**src/rtl/bank_wait_ctrl.sv**
```systemverilog
// Bank mapper and wait-state generator for the Mini8086 chipset.
// Maps 80000-BFFFF as NUM_WINDOWS windows onto programmable physical banks,
// provides an 8-port I/O register block for the bank and wait-count registers,
// and stretches CPU bus cycles by a programmable number of clocks via READY.
module bank_wait_ctrl #(
    parameter int         NUM_WINDOWS = 4,
    parameter int         BANK_BITS   = 5,
    parameter int         WAIT_BITS   = 3,
    parameter logic [9:0] IO_BASE     = 10'h030
) (
    input  logic                 clk,
    input  logic                 RESET,
    input  logic [19:0]          ADDR,
    input  logic                 M_IO,
    input  logic                 RD,
    input  logic                 WR,
    input  logic [7:0]           DATA_IN,
    output logic [7:0]           DATA_OUT,
    output logic                 DATA_OE,
    input  logic                 RDY_EXT,
    output logic                 win_hit,
    output logic [BANK_BITS-1:0] bank_sel,
    output logic                 READY
);

    // Window index is the top address bits inside the 256KB region.
    localparam int WIN_SHIFT = 2 - $clog2(NUM_WINDOWS);

    localparam logic [1:0] S_IDLE = 2'd0;
    localparam logic [1:0] S_WAIT = 2'd1;
    localparam logic [1:0] S_DONE = 2'd2;

    localparam logic [2:0] CTRL_PORT = 3'd7;

    logic [BANK_BITS-1:0] bank_q [NUM_WINDOWS];
    logic [7:0]           ctrl_q;
    logic                 rd_q, wr_q;
    logic [1:0]           state_q, state_d;
    logic [WAIT_BITS-1:0] cnt_q, cnt_d;
    logic                 ready_q, ready_d;

    logic [2:0]           port;
    logic                 in_block;
    logic                 wr_commit;
    logic                 start;
    logic                 strobes_idle;
    logic [1:0]           win_idx;
    logic [WAIT_BITS-1:0] wait_n;
    logic                 unused_addr;

    assign port         = ADDR[2:0];
    assign in_block     = ~M_IO & (ADDR[9:3] == IO_BASE[9:3]);
    assign strobes_idle = RD & WR;
    // A write commits on the rising edge of WR, using the address/data of that cycle.
    assign wr_commit    = ~wr_q & WR & in_block;
    assign start        = rd_q & wr_q & ~strobes_idle;
    assign unused_addr  = ^ADDR[15:10];

    // Window mapping: which bank the current memory cycle lands in.
    assign win_hit  = M_IO & (~RD | ~WR) & (ADDR[19:18] == 2'b10);
    assign win_idx  = ADDR[17:16] >> WIN_SHIFT;
    assign bank_sel = win_hit ? bank_q[win_idx] : '0;

    // Register read-back; the bus sees 8'hFF whenever we are not driving.
    assign DATA_OE = in_block & ~RD;
    always_comb begin
        // NOTE: default assignment first so every path drives the output and no latch is inferred.
        DATA_OUT = 8'hFF;
        if (DATA_OE) begin
            if (port == CTRL_PORT) begin
                DATA_OUT = ctrl_q;
            end else if (port < 3'(NUM_WINDOWS)) begin
                DATA_OUT = 8'(bank_q[port[1:0]]);
            end
        end
    end

    // Wait count selected for the cycle now starting.
    always_comb begin
        wait_n = '0;
        if (win_hit) begin
            wait_n = ctrl_q[WAIT_BITS-1:0];
        end else if (~M_IO) begin
            wait_n = ctrl_q[WAIT_BITS+3:4];
        end
    end

    // Strobe history and the bank/control register file.
    always_ff @(posedge clk) begin
        // NOTE: sequential state uses non-blocking assignments so all registers update together.
        if (RESET) begin
            rd_q   <= 1'b1;
            wr_q   <= 1'b1;
            ctrl_q <= 8'h00;
            // NOTE: the bank array is reset element by element because the identity map is visible state.
            for (int i = 0; i < NUM_WINDOWS; i++) begin
                bank_q[i] <= BANK_BITS'(i);
            end
        end else begin
            rd_q <= RD;
            wr_q <= WR;
            if (wr_commit) begin
                if (port == CTRL_PORT) begin
                    ctrl_q <= DATA_IN;
                end else if (port < 3'(NUM_WINDOWS)) begin
                    bank_q[port[1:0]] <= DATA_IN[BANK_BITS-1:0];
                end
            end
        end
    end

    // Wait-state FSM next-state logic; READY defaults to following RDY_EXT.
    always_comb begin
        state_d = state_q;
        cnt_d   = cnt_q;
        ready_d = RDY_EXT;
        case (state_q)
            S_IDLE: begin
                if (start) begin
                    if (wait_n != '0) begin
                        state_d = S_WAIT;
                        cnt_d   = wait_n;
                        ready_d = 1'b0;
                    end else begin
                        state_d = S_DONE;
                    end
                end
            end
            S_WAIT: begin
                if (strobes_idle) begin
                    state_d = S_IDLE;
                    ready_d = 1'b1;
                end else begin
                    cnt_d = cnt_q - 1'b1;
                    if (cnt_q == WAIT_BITS'(1)) begin
                        state_d = S_DONE;
                    end else begin
                        ready_d = 1'b0;
                    end
                end
            end
            S_DONE: begin
                if (strobes_idle) begin
                    state_d = S_IDLE;
                end
            end
            default: begin
                state_d = S_IDLE;
                ready_d = 1'b1;
            end
        endcase
    end

    // Wait-state FSM registers; reset wins over any simultaneous start.
    always_ff @(posedge clk) begin
        if (RESET) begin
            state_q <= S_IDLE;
            cnt_q   <= '0;
            ready_q <= 1'b1;
        end else begin
            state_q <= state_d;
            cnt_q   <= cnt_d;
            ready_q <= ready_d;
        end
    end

    assign READY = ready_q;

endmodule

```
**config.mk**
```make
export PLATFORM = sky130hd
export DESIGN_NAME = bank_wait_ctrl
export DESIGN_NICKNAME = d
export VERILOG_FILES = /design/src/rtl/bank_wait_ctrl.sv
export SDC_FILE = /design/constraint.sdc
export NUM_CORES = 1
export LEC_CHECK = 0
export ABC_CLOCK_PERIOD_IN_PS = 2100
export CAP_MARGIN = 15
export CORE_ASPECT_RATIO = 1.75
export CORE_MARGIN = 2
export CORE_UTILIZATION = 49
export CTS_CLUSTER_SIZE = 20
export DETAILED_ROUTE_END_ITERATION = 7
export GPL_ROUTABILITY_DRIVEN = 1
export PLACE_DENSITY = 0.79
export SLEW_MARGIN = 20
export SYNTH_ARGS = -nofsm -noshare
export SYNTH_HDL_FRONTEND = slang
export SYNTH_SLANG_ARGS = --single-unit
```
**constraint.sdc**
```tcl
create_clock -name clk -period 2.1 [get_ports clk]
set_clock_uncertainty 0.2 [all_clocks]
set_input_delay 0.315 -clock clk [delete_from_list [all_inputs] [get_ports clk]]
set_output_delay 0.315 -clock clk [all_outputs]
set_load 0.05 [all_outputs]
```
==> results.json, run 1 <==
{
  "status": "completed",
  "finalCritPeriodShare_pct": 99.34,
  "pre_cts_ws_ns": -0.3306,
  "hpwl_microns": 4212,
  "instances_no_fill": 313,
  "crit_fanout": 2,
  "synth.most_common_cell": "edfxtp_1",
  "synth_cell_types": 45,
  "cts_tree": "built",
  "grt_overflow": 0,
  "power_density_nw_per_um2": 497.5,
  "tightest_slew_ns": 0.5356,
  "slew_viol_final": 0,
  "diodes": 0,
  "max_freq_ghz": 0.4793,
  "relSlewSlack_pct": 64.22,
  "vdd_drop_max_mv": 0.6261,
  "rows": 31,
  "synth_common_cells": "edfxtp_1 (20), and2_1 (18), nor2_1 (17)",
  "syn_area_per_cell_sq_um": 11.03,
  "io_pins": 50,
  "critPathLaunchType": "flop",
  "r2r_slack_ns": 0.32,
  "core_sq_um": 4073,
  "fillers": 295,
  "p_seq_share_pct": 50.7,
  "power.total_w": 0.001508,
  "synth_edf_count": 20,
  "cts_root_buf": "clkbuf_8",
  "clock_sinks": 36,
  "clk_path_buf_depth": 2,
  "p_leak_nw": 1.272,
  "ys_ff_latch": 36,
  "drtAntennaViolNets": 0,
  "yosys-top-cells-area": "edfxtp_1 (29%), dfxtp_1 (16%), mux4_2 (11%), and2_1 (5.5%), mux2i_1 (4.9%)",
  "p_int_w": 0.001130,
  "area_growth_pct": 46.97,
  "hold_class": "reg2reg",
  "dp.cells": 299,
  "finalHoldViolCount": 0,
  "setup_ws_ns": 0.01381,
  "setup_viol": 0,
  "synth_fp_nets": 223,
  "die_w_microns": 53.04,
  "grt_setup_unrepaired": "true",
  "netlist.area_leader.share_pct": 29.13,
  "postSynth.asyncResetShare_pct": 0,
  "cts.clk_slew.worst_paths_ns": 0.07,
  "nets": 299,
  "wirelength_microns": 5530,
  "p_comb_share_pct": 16.7,
  "antenna_found_initial": 0,
  "power_frac_clock_pct": 32.6,
  "ctsHtreeMaxLevel": 2,
  "viasPerCell": 5.709,
  "p_sw_share_pct": 25.03,
  "setup-tns-final_ns": 0,
  "yosysTopAreaCell": "edfxtp_1",
  "worstPathArrival_ns": 1.57,
  "grt_pass1_vias": 1946,
  "wl_per_cell_microns": 17.67,
  "dieArea_sq_um": 4763,
  "drt-initial-drc-count": 47,
  "synth_warnings": 0,
  "initial_core_util_pct": 50.63,
  "syn_inst": 187,
  "insertion_delay_ns": 0.29,
  "period_needed_ns": 2.086,
  "layout-drive-gt1-share_pct": 39.77,
  "drc": 0,
  "fp.dieH_microns": 89.82,
  "synth_area_sq_um": 2062,
  "postLayoutCoreUtil_pct": 74.41,
  "power_switching_w": 0.0003773,
  "via_count": 1787,
  "grt_pass1_wl_microns": 9135,
  "yosysSeqAreaShare_pct": 44.66,
  "criticalPathCategory": "reg2out",
  "endpoint_kind": "output pin",
  "cts_buffers": 5,
  "synthFlopType": "edfxtp_1",
  "grt.total_usage_pct": 26.64,
  "portBuffers": 43,
  "cp.required_ns": 1.58,
  "globalplace.congestion": 0.8357,
  "drv_cap": 0,
  "grt_max_degree": 24,
  "firstDrtPassIters": 4
}
## state kept, by name, indices dropped and copies added, names as in the netlist
name and count:
cnt_q 3, bank_q 20, rd_q 1, ctrl_q 8, wr_q 1, READY 1, state_q 2
## final timing paths
| kind | to | from | depth (start not counted) |
|---|---|---|---|
| min reg2reg | cnt_q[1] | cnt_q[1] | 2 |
| max | DATA_OUT[1] | bank_q[3][1] | 4 |
| min | cnt_q[1] | cnt_q[1] | 2 |
| max reg2reg | bank_q[1][3] | wr_q | 4 |
## cells in the final DEF (no fill, tap or decap), drive strengths merged, types with 3 or more instances in the layout
| cell type | count |
|---|---|
| buf | 47 |
| and2 | 22 |
| edfxtp | 20 |
| nor2 | 19 |
| dfxtp | 16 |
| clkdlybuf4s50 | 16 |
| nand2 | 14 |
| mux4 | 10 |
| mux2i | 10 |
| dlygate4sd2 | 10 |
| o21ai | 7 |
| or2 | 6 |
| clkbuf | 6 |
| o22ai | 5 |
| nand2b | 5 |
| inv | 4 |
| a21oi | 4 |
| nor3 | 4 |
| nor3b | 4 |
| nand3 | 3 |
## per-stage QoR
step	hold WS (ns)	area (sq um)
after global routing	0.3295	3030
final	0.2758	3030
after global placement	0.2615	2769
after CTS	0.2767	3018
after floorplan	0.2216	2076
after detailed placement	0.2669	2769
## layout make-up
class                   count  area [sq um]  area share [%]
clock inverters             2         16.27          0.5367
repair buffers             76         762.0           25.14
well taps                  49         61.31           2.023
flip-flops and latches     36         920.9           30.39
inverters                   4         15.01          0.4955
multi-input cells         140          1182           39.02
clock buffers               6         72.57           2.395
## what timing repair did
action / in CTS / in global routing
endpoints found under the setup margin: 15 / 6
gates cloned: 2 / 0
buffers inserted: 3 / 1
hold buffers: 0 / 0
resized for setup: 40 / 2
pin swaps: 5 / 5
## power by group through the flow
stage	Combinational (W)	Clock (W)	Sequential, W
after floorplan	0.0000978	0	0.000783
after global placement	0.000227	0	0.000780
after detailed placement	0.000231	0	0.000780
after CTS	0.000249	0.000505	0.000764
after global routing	0.000267	0.000546	0.000766
final	0.000252	0.000492	0.000764
## worst max-delay path, stage by stage, from the launching register on
cell      delay (ns)
edfxtp_1        0.40
mux4_2          0.49
o22ai_2         0.13
nand2_2         0.10
buf_8           0.16
## logic make-up (layout without fill, tap and decap cells)
family / Yosys count / after routing / share of synthesized area, %
AOI/OAI and AO/OA: 28 / 28 / 9.224
adders and majority gates: 2 / 2 / 1.213
buffers and inverters: 12 / 88 / 2.366
DFF: 36 / 36 / 44.66
muxes: 20 / 20 / 15.78
and+or+nand+nor: 89 / 90 / 26.76
## metal layers
layer	vias to the layer above	track usage (%)	share of wire [%]	wire length (microns)
met2	54	50.10	59	3263
li1	838	-	-	-
met5	-	0	0	0
met3	25	4.319	3.5	191
met4	0	14.96	5.0	276
met1	870	24.92	33	1798
(Power assumes the default switching activity.)
==> run 2: changes to the inputs <==
CORE_MARGIN = default   (was 2)
==> results.json, run 2 (synthesis gave the netlist of run 1 again) <==
{
  "grt_pass1_vias": 1971,
  "worstPathArrival_ns": 1.63,
  "wl_met1_microns": 1866,
  "cts_root_buf": "clkbuf_8",
  "grt_pass1_wl_microns": 9384,
  "area_growth_pct": 48.85,
  "period_needed_ns": 2.141,
  "p_leak_nw": 1.279,
  "drc": 0,
  "portBuffers": 43,
  "wirelength_microns": 5921,
  "setup-tns-final_ns": -0.05997,
  "final_common_cell": "buf_4",
  "largest_register_ffs": 20,
  "core_sq_um": 3941,
  "power_density_nw_per_um2": 525.3,
  "finalCritPeriodShare_pct": 101.9,
  "drv_cap": 0,
  "cts_tree": "built",
  "endpoint_kind": "output pin",
  "layout_common_cells": "buf_4 (25), edfxtp_1 (20), dfxtp_1 (16), nor2_1 (16), clkdlybuf4s50_1 (16)",
  "violations": "setup timing",
  "setup_ws_ns": -0.04084,
  "crit_fanout": 2,
  "grt_setup_unrepaired": "true",
  "finalHoldViolCount": 0,
  "min-delay-start": "cnt_q[1]",
  "criticalPathCategory": "reg2out",
  "clock_sinks": 36,
  "antenna_found_initial": 0,
  "clk_path_buf_depth": 2,
  "p_sw_share_pct": 23.21,
  "r2r_start": "wr_q",
  "fillers": 246,
  "p_int_w": 0.001238,
  "insertion_delay_ns": 0.28,
  "drt-initial-drc-count": 79,
  "pre_cts_ws_ns": -0.3256,
  "max_freq_ghz": 0.4671,
  "r2r_slack_ns": 0.35,
  "vdd_drop_max_mv": 0.7890,
  "dieArea_sq_um": 4482,
  "power_frac_clock_pct": 37.3,
  "top_regs": "bank_q (20), ctrl_q (8), cnt_q (3)",
  "tightest_slew_ns": 0.5158,
  "highest_layer": "met4",
  "initial_core_util_pct": 52.32,
  "drtAntennaViolNets": 0,
  "hold_class": "reg2reg",
  "crit_start": "bank_q[1][4]",
  "postLayoutCoreUtil_pct": 77.87,
  "diodes": 0,
  "wl_met3_microns": 295,
  "die_w_microns": 51.04,
  "via_count": 1803,
  "ctsHtreeMaxLevel": 2,
  "grt_max_degree": 24,
  "globalplace.congestion": 0.8371,
  "critPathLaunchType": "flop",
  "cts.clk_slew.worst_paths_ns": 0.08,
  "nets": 296,
  "grt.total_usage_pct": 29.04,
  "regMostFlops": "bank_q",
  "wl_per_cell_microns": 19.16,
  "p_comb_share_pct": 15.3,
  "fp.dieH_microns": 87.82,
  "hpwl_microns": 4257,
  "firstDrtPassIters": 4,
  "viasPerCell": 5.835,
  "relSlewSlack_pct": 65.54,
  "grt_overflow": 0,
  "cp.required_ns": 1.58,
  "p_seq_share_pct": 47.5,
  "power_switching_w": 0.0003743,
  "holdWs_ns": 0.2754,
  "io_pins": 50,
  "layout-drive-gt1-share_pct": 40.23,
  "slew_viol_final": 0,
  "rows": 30,
  "cts_buffers": 5,
  "setup_viol": 2,
  "dr_wl_met2_microns": 3434,
  "status": "finished with violations"
}
## run 2: changes by cell type in the layout (fill, tap and decap cells not counted), sizes merged
cell           delta
buf               -2
bufbuf            -1
bufinv            +1
clkdlybuf4s15     +1
dlygate4sd2       -2
## run 2: critical path, stage by stage, from the launching register on
cell      delay (ns)
edfxtp_1        0.40
mux4_2          0.47
o22ai_2         0.19
nand2_2         0.11
buf_6           0.17
## run 2: area by class of cell
cell class / instances / area [sq um] / share of cell area (%)
multi-input combinational: 140 / 1189 / 38.73
sequential: 36 / 920.9 / 30.00
timing repair buffer: 73 / 773.2 / 25.19
clock buffer: 5 / 68.82 / 2.242
tap: 48 / 60.06 / 1.957
clock inverter: 3 / 42.54 / 1.386
inverter: 4 / 15.01 / 0.4892
## run 2: per-stage QoR
step / cell area (sq um) / power [W] / instances
after floorplan: 2076 / 0.0008803 / 187
after global placement: 2823 / 0.001006 / 297
after detailed placement: 2823 / 0.001012 / 297
after CTS: 3054 / 0.001611 / 309
after global routing: 3069 / 0.001649 / 309
final: 3069 / 0.001612 / 309
## run 2: power groups by stage
stage	sequential (W)	combinational, W	clock (W)
finish	0.000765	0.000246	0.000601
CTS	0.000765	0.000240	0.000606
floorplan	0.000783	0.0000978	0
global placement	0.000780	0.000226	0
detailed placement	0.000781	0.000231	0
global route	0.000767	0.000259	0.000623
## run 2: final timing paths
path              depth (start not counted)           end
setup / recovery                          4   DATA_OUT[4]
hold / removal                            2      cnt_q[1]
setup reg to reg                          4  bank_q[1][2]
hold reg to reg                           2      cnt_q[1]
## run 2: what timing repair did
item,4_1_cts,5_1_grt
pin swaps,8,7
buffers inserted,3,0
hold buffers,0,0
endpoints found under the setup margin,20,14
gates resized for setup,43,7
cloned,1,0
## run 2: layer usage
layer / up-vias / global-route usage [%]
li1: 830 / -
met1: 860 / 26.83
met2: 87 / 55.98
met3: 26 / 4.688
met4: 0 / 18.69
met5: - / 0
